### config.mk
export PLATFORM = sky130hd
export DESIGN_NAME = mult_div_seq
export DESIGN_NICKNAME = d
export VERILOG_FILES = /design/src/rtl/md_pkg.sv /design/src/rtl/md_sign_unit.sv /design/src/rtl/mult_div_seq.sv
export SDC_FILE = /design/constraint.sdc
export NUM_CORES = 1
export LEC_CHECK = 0
export CAP_MARGIN = 20
export CORE_ASPECT_RATIO = 0.75
export CORE_UTILIZATION = 30
export DETAILED_ROUTE_END_ITERATION = 10
export PLACE_DENSITY_LB_ADDON = 0.25
export SYNTH_ARGS = -nofsm -noshare
export SYNTH_HDL_FRONTEND = slang
export SYNTH_SLANG_ARGS = --single-unit
### constraint.sdc
create_clock -name clk -period 3.98 [get_ports clk]
set_clock_uncertainty 0.05 [all_clocks]
set_input_delay 0.398 -clock clk [delete_from_list [all_inputs] [get_ports clk]]
set_output_delay 0.398 -clock clk [all_outputs]
set_load 0.02 [all_outputs]
### src/rtl/md_pkg.sv
// Shared encodings for the iterative multiply/divide unit (mult_div_seq).
package md_pkg;

    localparam int MD_OP_W    = 2;
    localparam int MD_STATE_W = 2;

    typedef enum logic [MD_OP_W-1:0] {
        MD_MULT  = 2'b00,
        MD_MULTU = 2'b01,
        MD_DIV   = 2'b10,
        MD_DIVU  = 2'b11
    } md_op_e;

    typedef enum logic [MD_STATE_W-1:0] {
        MD_IDLE = 2'd0,
        MD_CALC = 2'd1,
        MD_FIX  = 2'd2
    } md_state_e;

endpackage

### src/rtl/md_sign_unit.sv
// Sign handling for mult_div_seq: operand magnitudes at start and
// conditional two's-complement negation of results before writeback.
module md_sign_unit #(
    parameter int WIDTH = 32
) (
    input  logic               signed_op,
    input  logic [WIDTH-1:0]   a,
    input  logic [WIDTH-1:0]   b,
    output logic [WIDTH-1:0]   a_mag,
    output logic [WIDTH-1:0]   b_mag,
    output logic               a_neg,
    output logic               b_neg,
    input  logic [2*WIDTH-1:0] prod,
    input  logic               prod_neg,
    output logic [2*WIDTH-1:0] prod_fix,
    input  logic [WIDTH-1:0]   quo,
    input  logic               quo_neg,
    output logic [WIDTH-1:0]   quo_fix,
    input  logic [WIDTH-1:0]   rem,
    input  logic               rem_neg,
    output logic [WIDTH-1:0]   rem_fix
);

    // Operand magnitudes; unsigned ops pass the raw bits through.
    // The most negative value maps onto itself, which is its correct
    // unsigned magnitude.
    always_comb begin
        a_neg = signed_op & a[WIDTH-1];
        b_neg = signed_op & b[WIDTH-1];
        a_mag = a_neg ? (~a + 1'b1) : a;
        b_mag = b_neg ? (~b + 1'b1) : b;
    end

    // Result sign correction.
    always_comb begin
        prod_fix = prod_neg ? (~prod + 1'b1) : prod;
        quo_fix  = quo_neg  ? (~quo  + 1'b1) : quo;
        rem_fix  = rem_neg  ? (~rem  + 1'b1) : rem;
    end

endmodule

### src/rtl/mult_div_seq.sv
// Iterative radix-2 multiply/divide unit with start/busy/done handshake.
// Optional build macro: MD_EARLY_TERM_EN (multiply leaves CALC as soon as
// the remaining multiplier bits are all zero).
//
//   state   | meaning
//   --------+---------------------------------------------------------
//   MD_IDLE | waiting for start; hi/lo hold the last result
//   MD_CALC | one shift-add / shift-subtract step per cycle
//   MD_FIX  | sign correction and hi/lo writeback
module mult_div_seq
    import md_pkg::*;
#(
    parameter int WIDTH = 32,
    parameter int CNT_W = $clog2(WIDTH + 1)
) (
    input  logic             clk,
    input  logic             reset,
    input  logic             start,
    input  logic [1:0]       op,
    input  logic [WIDTH-1:0] a,
    input  logic [WIDTH-1:0] b,
    output logic [WIDTH-1:0] hi,
    output logic [WIDTH-1:0] lo,
    output logic             busy,
    output logic             done,
    output logic             div_zero
);

    md_state_e          state, state_nxt;
    md_op_e             op_q;
    logic [2*WIDTH-1:0] opa_sh;
    logic [WIDTH-1:0]   opb;
    logic [2*WIDTH-1:0] acc;
    logic [CNT_W-1:0]   cnt;
    logic               neg_p;
    logic               neg_r;

    logic               accept;
    logic               dz_start;
    logic               early_done;
    logic               cnt_last;

    logic [WIDTH-1:0]   a_mag, b_mag;
    logic               a_neg, b_neg;
    logic [2*WIDTH-1:0] prod_fix;
    logic [WIDTH-1:0]   quo_fix, rem_fix;

    logic [2*WIDTH-1:0] mul_acc_nxt;
    logic [WIDTH:0]     div_shift;
    logic [WIDTH+1:0]   div_diff;
    logic               div_borrow;
    logic [WIDTH-1:0]   div_rem_nxt;
    logic [2*WIDTH-1:0] div_acc_nxt;

    md_sign_unit #(
        .WIDTH (WIDTH)
    ) u_sign (
        .signed_op (~op[0]),
        .a         (a),
        .b         (b),
        .a_mag     (a_mag),
        .b_mag     (b_mag),
        .a_neg     (a_neg),
        .b_neg     (b_neg),
        .prod      (acc),
        .prod_neg  (neg_p),
        .prod_fix  (prod_fix),
        .quo       (acc[WIDTH-1:0]),
        .quo_neg   (neg_p),
        .quo_fix   (quo_fix),
        .rem       (acc[2*WIDTH-1:WIDTH]),
        .rem_neg   (neg_r),
        .rem_fix   (rem_fix)
    );

    assign busy     = (state != MD_IDLE);
    assign cnt_last = (cnt == CNT_W'(1));

`ifdef MD_EARLY_TERM_EN
    assign early_done = ~op_q[1] && (opb[WIDTH-1:1] == '0);
`else
    assign early_done = 1'b0;
`endif

    // One radix-2 step: multiply adds the shifted multiplicand into the
    // accumulator; divide shifts the next dividend bit into the partial
    // remainder and keeps the difference only when it does not borrow.
    always_comb begin
        mul_acc_nxt = acc + (opb[0] ? opa_sh : '0);
        div_shift   = {acc[2*WIDTH-1:WIDTH], opa_sh[WIDTH-1]};
        div_diff    = {1'b0, div_shift} - {2'b00, opb};
        div_borrow  = div_diff[WIDTH+1];
        div_rem_nxt = div_borrow ? div_shift[WIDTH-1:0] : div_diff[WIDTH-1:0];
        div_acc_nxt = {div_rem_nxt, acc[WIDTH-2:0], ~div_borrow};
    end

    // State register.
    always_ff @(posedge clk) begin
        if (reset) begin
            state <= MD_IDLE;
        end else begin
            state <= state_nxt;
        end
    end

    // Next-state logic and start qualification.
    always_comb begin
        state_nxt = state;
        accept    = 1'b0;
        dz_start  = 1'b0;
        case (state)
            MD_IDLE: begin
                if (start) begin
                    if (op[1] && (b == '0)) begin
                        dz_start = 1'b1;
                    end else begin
                        accept    = 1'b1;
                        state_nxt = MD_CALC;
                    end
                end
            end
            MD_CALC: begin
                if (cnt_last || early_done) begin
                    state_nxt = MD_FIX;
                end
            end
            MD_FIX:  state_nxt = MD_IDLE;
            default: state_nxt = MD_IDLE;
        endcase
    end

    // Datapath, iteration counter and result registers.
    always_ff @(posedge clk) begin
        if (reset) begin
            op_q     <= MD_MULT;
            opa_sh   <= '0;
            opb      <= '0;
            acc      <= '0;
            cnt      <= '0;
            neg_p    <= 1'b0;
            neg_r    <= 1'b0;
            hi       <= '0;
            lo       <= '0;
            done     <= 1'b0;
            div_zero <= 1'b0;
        end else begin
            done <= 1'b0;
            if (accept) begin
                op_q     <= md_op_e'(op);
                opa_sh   <= {{WIDTH{1'b0}}, a_mag};
                opb      <= b_mag;
                acc      <= '0;
                cnt      <= CNT_W'(WIDTH);
                neg_p    <= a_neg ^ b_neg;
                neg_r    <= a_neg;
                div_zero <= 1'b0;
            end else if (dz_start) begin
                done     <= 1'b1;
                div_zero <= 1'b1;
            end else if (state == MD_CALC) begin
                cnt    <= cnt - 1'b1;
                opa_sh <= opa_sh << 1;
                if (op_q[1]) begin
                    acc <= div_acc_nxt;
                end else begin
                    acc <= mul_acc_nxt;
                    opb <= opb >> 1;
                end
            end else if (state == MD_FIX) begin
                done <= 1'b1;
                if (op_q[1]) begin
                    hi <= rem_fix;
                    lo <= quo_fix;
                end else begin
                    hi <= prod_fix[2*WIDTH-1:WIDTH];
                    lo <= prod_fix[WIDTH-1:0];
                end
            end
        end
    end

endmodule

==> results of run 1 <==
-- per-layer routing --
metal | GRT usage | vias to the layer above | part of all wire
li1 | - | 9541 | -
met1 | 0.347 | 9315 | 0.51
met2 | 0.294 | 732 | 0.38
met3 | 0.0559 | 75 | 0.095
met4 | 0.0458 | 4 | 0.019
met5 | 0 | - | 0.00038
-- cells in the mapped netlist (29+ instances only) --
| master | instances | area share |
|---|---|---|
| clkbuf_1 | 154 | 0.031 |
| nor3_1 | 52 | 0.014 |
| nand4_1 | 29 | 0.0098 |
| a21o_1 | 57 | 0.023 |
| dfxtp_1 | 237 | 0.26 |
| a311oi_1 | 65 | 0.031 |
| ha_1 | 102 | 0.069 |
| xor2_1 | 92 | 0.044 |
| nand2_1 | 383 | 0.078 |
| o21ai_0 | 130 | 0.035 |
| and2_1 | 78 | 0.026 |
| nor2_1 | 288 | 0.058 |
| o211ai_1 | 32 | 0.013 |
| xnor2_1 | 97 | 0.046 |
| or3_1 | 30 | 0.010 |
| a211oi_1 | 77 | 0.031 |
| a21oi_1 | 247 | 0.067 |
| inv_1 | 84 | 0.017 |
-- kinds of logic after synthesis --
group,synth area share
adder cells (fa/ha/maj),0.0712
XOR/XNOR,0.0895
buffers and inverters,0.0509
multiplexers,0.00548
AND/OR/NAND/NOR,0.249
flip-flops,0.257
AO/OA/AOI/OAI,0.277
-- cell usage in the layout (no fill, tap or decap), drive strengths merged, types with 65 or more instances in the layout --
master,instances
and2,80
xnor2,97
dfxtp,237
o21ai,132
inv,87
buf,142
nor2,288
xor2,92
a21oi,247
ha,102
clkdlybuf4s50,134
nand2,383
a211oi,77
a311oi,65
-- timing repair --
| action | CTS | global route |
|---|---|---|
| endpoints found under the setup margin | 0 | 3 |
| buffers inserted | 0 | 0 |
| gates resized for setup | 0 | 6 |
-- final cells by class --
class	count	area [sq um]	area share
inverters	84	315	0.0140
clock buffers	38	831	0.0370
multi-input cells	2093	12800	0.572
well taps	800	1000	0.0446
repair buffers	277	2520	0.112
flip-flops and latches	237	4750	0.211
clock inverters	17	191	0.00853
-- worst max-delay path, delay by kind of cell, from the launching register on --
family	cells	cell delay [ns]
and+or+nand+nor	4	0.79
adders and majority gates	1	0.26
buffers and inverters	3	0.55
AOI/OAI and AO/OA	6	1.17
xor gates and xnor gates	1	0.54
DFF	1	0.41
-- power by group --
group	leakage (nW)	switching, mW	internal, mW
Combinational	6.28	1.21	0.751
Clock	0.504	1.18	1.67
Sequential	1.93	0.139	2.48
Total	8.71	2.53	4.91
-- final timing paths --
kind / startpoint / to / slack, ns
max reg2reg: opb[0] / acc[59] / 0.04
min reg2reg: hi[14] / hi[14] / 0.40
min: reset / opb[21] / 0.25
max: opb[0] / acc[59] / 0.04
-- metrics by stage --
step	setup WS (ns)	hold slack (ns)	util	instances	area (sq um)
final	0.0393	0.253	0.370	3546	22500
after global routing	0.0279	0.243	0.370	3546	22500
after CTS	0.157	0.202	0.369	3545	22400
after global placement	0.158	0.389	0.352	3490	21400
after detailed placement	0.154	0.395	0.352	3490	21400
after floorplan	0.403	0.387	-	2580	18500
-- state kept, by name (all words and copies together) (netlist names), 2 cells and up --
name	flops
lo	32
state	2
opa_sh	64
opb	32
hi	32
acc	64
cnt	6
==> flow_summary_export.csv, run 1 <==
group,metric,value,unit
synth,async_reset_ff_frac,0,
timing,min_period,3.94,ns
grt,grt_pass1_vias,18000,
worst_setup_path,worstPathMaxFanout,31,
worst_setup_path,critical_path.max_stage_delay,0.54,ns
cts,numCtsBuffers,30,
die,io_pins,136,
synth,syn_inst,2580,
grt,grt_pass1_wl,108000,um
die,num_rows,78,
routing,drt_iter0_markers,1719,
worst_setup_path,required,4.37,ns
run_status,outcome,"complete, no violations",
routing,via_count,19700,
routing,wl_per_cell,20.2,um
die,die_x,289,um
min_path,hold_class,"input port to flip-flop",
job,maxCapViolCount,0,
synth,syn_area_per_cell,7.16,sq um
timing,hold_viol,0,
layout,nFillCells,6337,
synth,synth_edf_count,0,
routing,ant_nets,0,
cts,clockBufferDepth,3,
placement,port_buffers,135,
pwr,leakagePower,8.71,nW
cts,cts-root-buf,"clkbuf_16",
routing,wl,71500,um
placement,hpwl,55900,um
die,core_area,0.0607,sq mm
grt,grtUsageTotal,0.221,
timing,slew_headroom,0.312,
layout,antennaDiodeCount,0,
layout,area_growth,21.5,%
grt,grt_max_degree,150,
worst_setup_path,path_cells,"buf_12, and2_1, ha_1, a21oi_1, buf_4, o21bai_1, a21oi_1, and2_1, nand3_1, o211ai_1, buf_4, and4b_1, o41ai_1, xnor2_1, a21oi_1",
min_path,min_path_cells,2,
layout,nets,2896,
timing,setup_viol,0,
worst_setup_path,rr_worst_depth,15,
layout,layout-drive-gt1-share,0.0830,
die,dieArea,0.0626,sq mm
timing,tns,0,ns
timing,rsz0062_at_grt,"no",
worst_setup_path,worst-setup-path-type,"flip-flop to flip-flop",
routing,via_per_inst,5.55,
timing,worst_slew_pin_slew,1.03,ns
pwr,irDropWorstVdd,0.000325,V
cts,cts_tree,"yes",
cts,cts.clk_slew.worst_paths,0.06,ns
synth,synthFlopType,"dfxtp_1",
synth,ys_types,80,
die,start_util,0.305,
timing,slew_violations,0,
synth,ys_seq_area_frac,0.257,
grt,grt_overflow,0,
pwr,power_density,331,mW/mm^2
synth,syn-num-nets,2753,
placement,routabilityCongestion,1.02,
cts,htree_num_levels,1,
worst_setup_path,start_kind,"flip-flop",
synth,yosysWarnings,0,
worst_setup_path,endpoint_kind,"flip-flop",
pwr,total_power,7.44,mW
cts,cts_sinks,237,
synth,ys_ff_latch,237,
die,die_y,217,um
worst_setup_path,crit_slowest_cell,"xnor2_1",
synth,synthesis.area,0.0185,sq mm
routing,remaining_drc_errors,0,
timing,period_share,0.990,
worst_setup_path,worstPathArrival,4.33,ns
cts,cts_hold_buf,0,
cts,worstSkewPairLatency,0.60,ns
timing,fmax,254,MHz
routing,firstDrtPassIters,5,
worst_setup_path,cp_common_cell,"a21oi_1",
grt,antenna_found_initial,3,
No activity file was read; power rests on OpenSTA's default activity.
==> run 2, diff against run 1 <==
CORE_UTILIZATION = 60   (was 30)
CTS_CLUSTER_SIZE = 10   (was not set)
==> run 2 against run 1 <==
  * Global-route usage up 18 points
  * Design area is 5.4% lower
  * Fmax grew 2.3%
  * Critical endpoint is now acc[60]
  * Combinational power is 3% lower
  * Sequential power hardly changed
  * Sequential cell count is the same
  * Largest cell class unchanged
  * Critical path type unchanged
==> flow_summary_export.csv, run 2 (same netlist as run 1, synthesis figures left out) <==
group,metric,value,unit
timing,worst_slew_pin_slew,1.14,ns
routing,drt_iter0_markers,2614,
timing,period_share,0.968,
min_path,hold_class,"input port to flip-flop",
placement,hpwl,50300,um
timing,fmax,259,MHz
worst_setup_path,critPathBufInv,3,
cts,clockBufferDepth,3,
routing,wl,66400,um
grt,grt_pass1_vias,18000,
cts,cts_tree,"yes",
grt,grt_pass1_wl,101000,um
die,io_pins,136,
layout,final_cell_mix,"383 x nand2_1, 287 x nor2_1, 247 x a21oi_1",
routing,via_count,20100,
timing,hold_viol,0,
worst_setup_path,crit_slowest_cell,"fa_1",
worst_setup_path,required,4.39,ns
routing,via_per_inst,6.55,
pwr,p_switching,2.35,mW
worst_setup_path,crit_start,"opb[0]",
die,die_x,205,um
worst_setup_path,path_cells,"buf_12, ha_1, inv_1, fa_1, a211oi_1, o21bai_1, nand4_1, a211oi_1, o211ai_1, buf_4, a21oi_1, or3_1, a31oi_1, a2bb2oi_2, a21oi_1",
worst_setup_path,cp-endpoint,"acc[60]",
cts,cts_sinks,237,
worst_setup_path,reg2reg_slack,0.13,ns
cts,cts.clk_slew.worst_paths,0.07,ns
timing,slew_headroom,0.241,
worst_setup_path,start_kind,"flip-flop",
layout,area_growth,14.9,%
die,num_rows,55,
cts,cts-root-buf,"clkbuf_16",
worst_setup_path,r2r_end,"acc[60]",
placement,dp.cells,3029,
timing,slew_violations,0,
routing,firstDrtPassIters,6,
die,die_y,154,um
pwr,combPwrFrac,0.274,
cts,htree_num_levels,1,
die,start_util,0.612,
layout,reg_top3,"acc (64), opa_sh (64)",
worst_setup_path,worst-setup-path-type,"flip-flop to flip-flop",
layout,final_cells,3066,
worst_setup_path,path_depth,15,
pwr,intPower,4.57,mW
worst_setup_path,worstPathMaxFanout,33,
cts,cts_hold_buf,0,
timing,min_period,3.85,ns
pwr,total_power,6.92,mW
worst_setup_path,timing.rr.start,"opb[0]",
placement,routabilityCongestion,1.10,
layout,fin_util,0.703,
timing,tns,0,ns
layout,antennaDiodeCount,0,
grt,antenna_found_initial,1,
routing,ant_nets,0,
timing,setup_viol,0,
cts,numCtsBuffers,28,
die,dieArea,0.0315,sq mm
pwr,leakagePower,8.29,nW
grt,grt_max_degree,99,
routing,remaining_drc_errors,0,
worst_setup_path,worstPathArrival,4.26,ns
grt,grt_overflow,0,
pwr,power_density,326,mW/mm^2
routing,wl_per_cell,21.6,um
grt,grtUsageTotal,0.406,
pwr,power_frac_clock,0.346,
layout,nets,2835,
layout,layout_commonest_cell,"nand2_1",
worst_setup_path,critical_path.max_stage_delay,0.43,ns
timing,rsz0062_at_grt,"no",
worst_setup_path,endpoint_kind,"flip-flop",
job,maxCapViolCount,0,
pwr,switching_share,0.339,
placement,port_buffers,135,
timing,holdWs,0.218,ns
worst_setup_path,critical-path-top-delay-family,"compound AO/OA/AOI/OAI gates",
layout,layout-drive-gt1-share,0.0559,
cts,worstSkewPairLatency,0.57,ns
worst_setup_path,rr_worst_depth,15,
pwr,pwr-share-seq,0.380,
pwr,irDropWorstVdd,0.000430,V
run_status,outcome,"complete, no violations",
die,core_area,0.0302,sq mm
==> run 2: cell count changes in the layout (fill, tap and decap cells not counted), moves of 2 or more <==
cell,previous run,this run
inv_6,3,0
buf_12,7,4
clkbuf_8,5,2
clkinv_2,7,1
clkinvlp_4,2,0
buf_4,135,79
bufinv_16,3,1
==> run 2: area by class of cell <==
cell class	count	area, sq um
sequential	237	4750
clock buffer	33	761
fill	2538	8960
clock inverter	2	35.0
timing repair buffer	218	2040
tap	399	499
inverter	84	315
multi-input combinational	2093	12900
==> run 2: repair_timing <==
item | in CTS | in global routing
gates resized for setup | 0 | 4
buffers inserted | 0 | 0
setup endpoints to repair | 0 | 4
==> run 2: per-layer routing <==
layer / up-vias / track usage / routed length, um / share of wire
met5: - / 0 / 0 / 0
met1: 9338 / 0.595 / 28800 / 0.43
li1: 9387 / - / - / -
met3: 154 / 0.153 / 10100 / 0.15
met4: 0 / 0.101 / 1660 / 0.025
met2: 1197 / 0.547 / 25700 / 0.39
==> run 2: worst min-delay path by stage <==
stage | from | endpoint | slack [ns] | cells after the start
after floorplan | opa_sh[63] | opa_sh[63] | 0.39 | 2
after global placement | hi[14] | hi[14] | 0.39 | 2
after detailed placement | hi[1] | hi[1] | 0.40 | 2
after CTS | reset | opb[21] | 0.20 | 2
after global routing | reset | opb[31] | 0.21 | 2
final | reset | opb[21] | 0.22 | 2
==> run 2: through the flow <==
step / setup slack (ns) / area (sq um)
2_1_floorplan: 0.403 / 18500
3_3_place_gp: 0.253 / 20400
3_5_place_dp: 0.143 / 20400
4_1_cts: 0.116 / 21200
5_1_grt: 0.0268 / 21200
6_report: 0.126 / 21200
==> run 2: power by group through the flow <==
stage | Clock [mW] | Sequential [mW] | Combinational, mW
5_1_grt | 2.48 | 2.64 | 2.03
4_1_cts | 2.39 | 2.62 | 1.82
3_5_place_dp | 0 | 2.67 | 1.81
6_report | 2.39 | 2.63 | 1.90
2_1_floorplan | 0 | 2.62 | 1.26
3_3_place_gp | 0 | 2.66 | 1.77
==> run 2: worst register-to-register path, stage by stage, from the launching register on <==
cell       delay, ns
dfxtp_2         0.41
buf_12          0.20
ha_1            0.29
inv_1           0.08
fa_1            0.43
a211oi_1        0.32
o21bai_1        0.17
nand4_1         0.16
a211oi_1        0.10
o211ai_1        0.28
buf_4           0.18
a21oi_1         0.11
or3_1           0.34
a31oi_1         0.28
a2bb2oi_2       0.25
a21oi_1         0.09
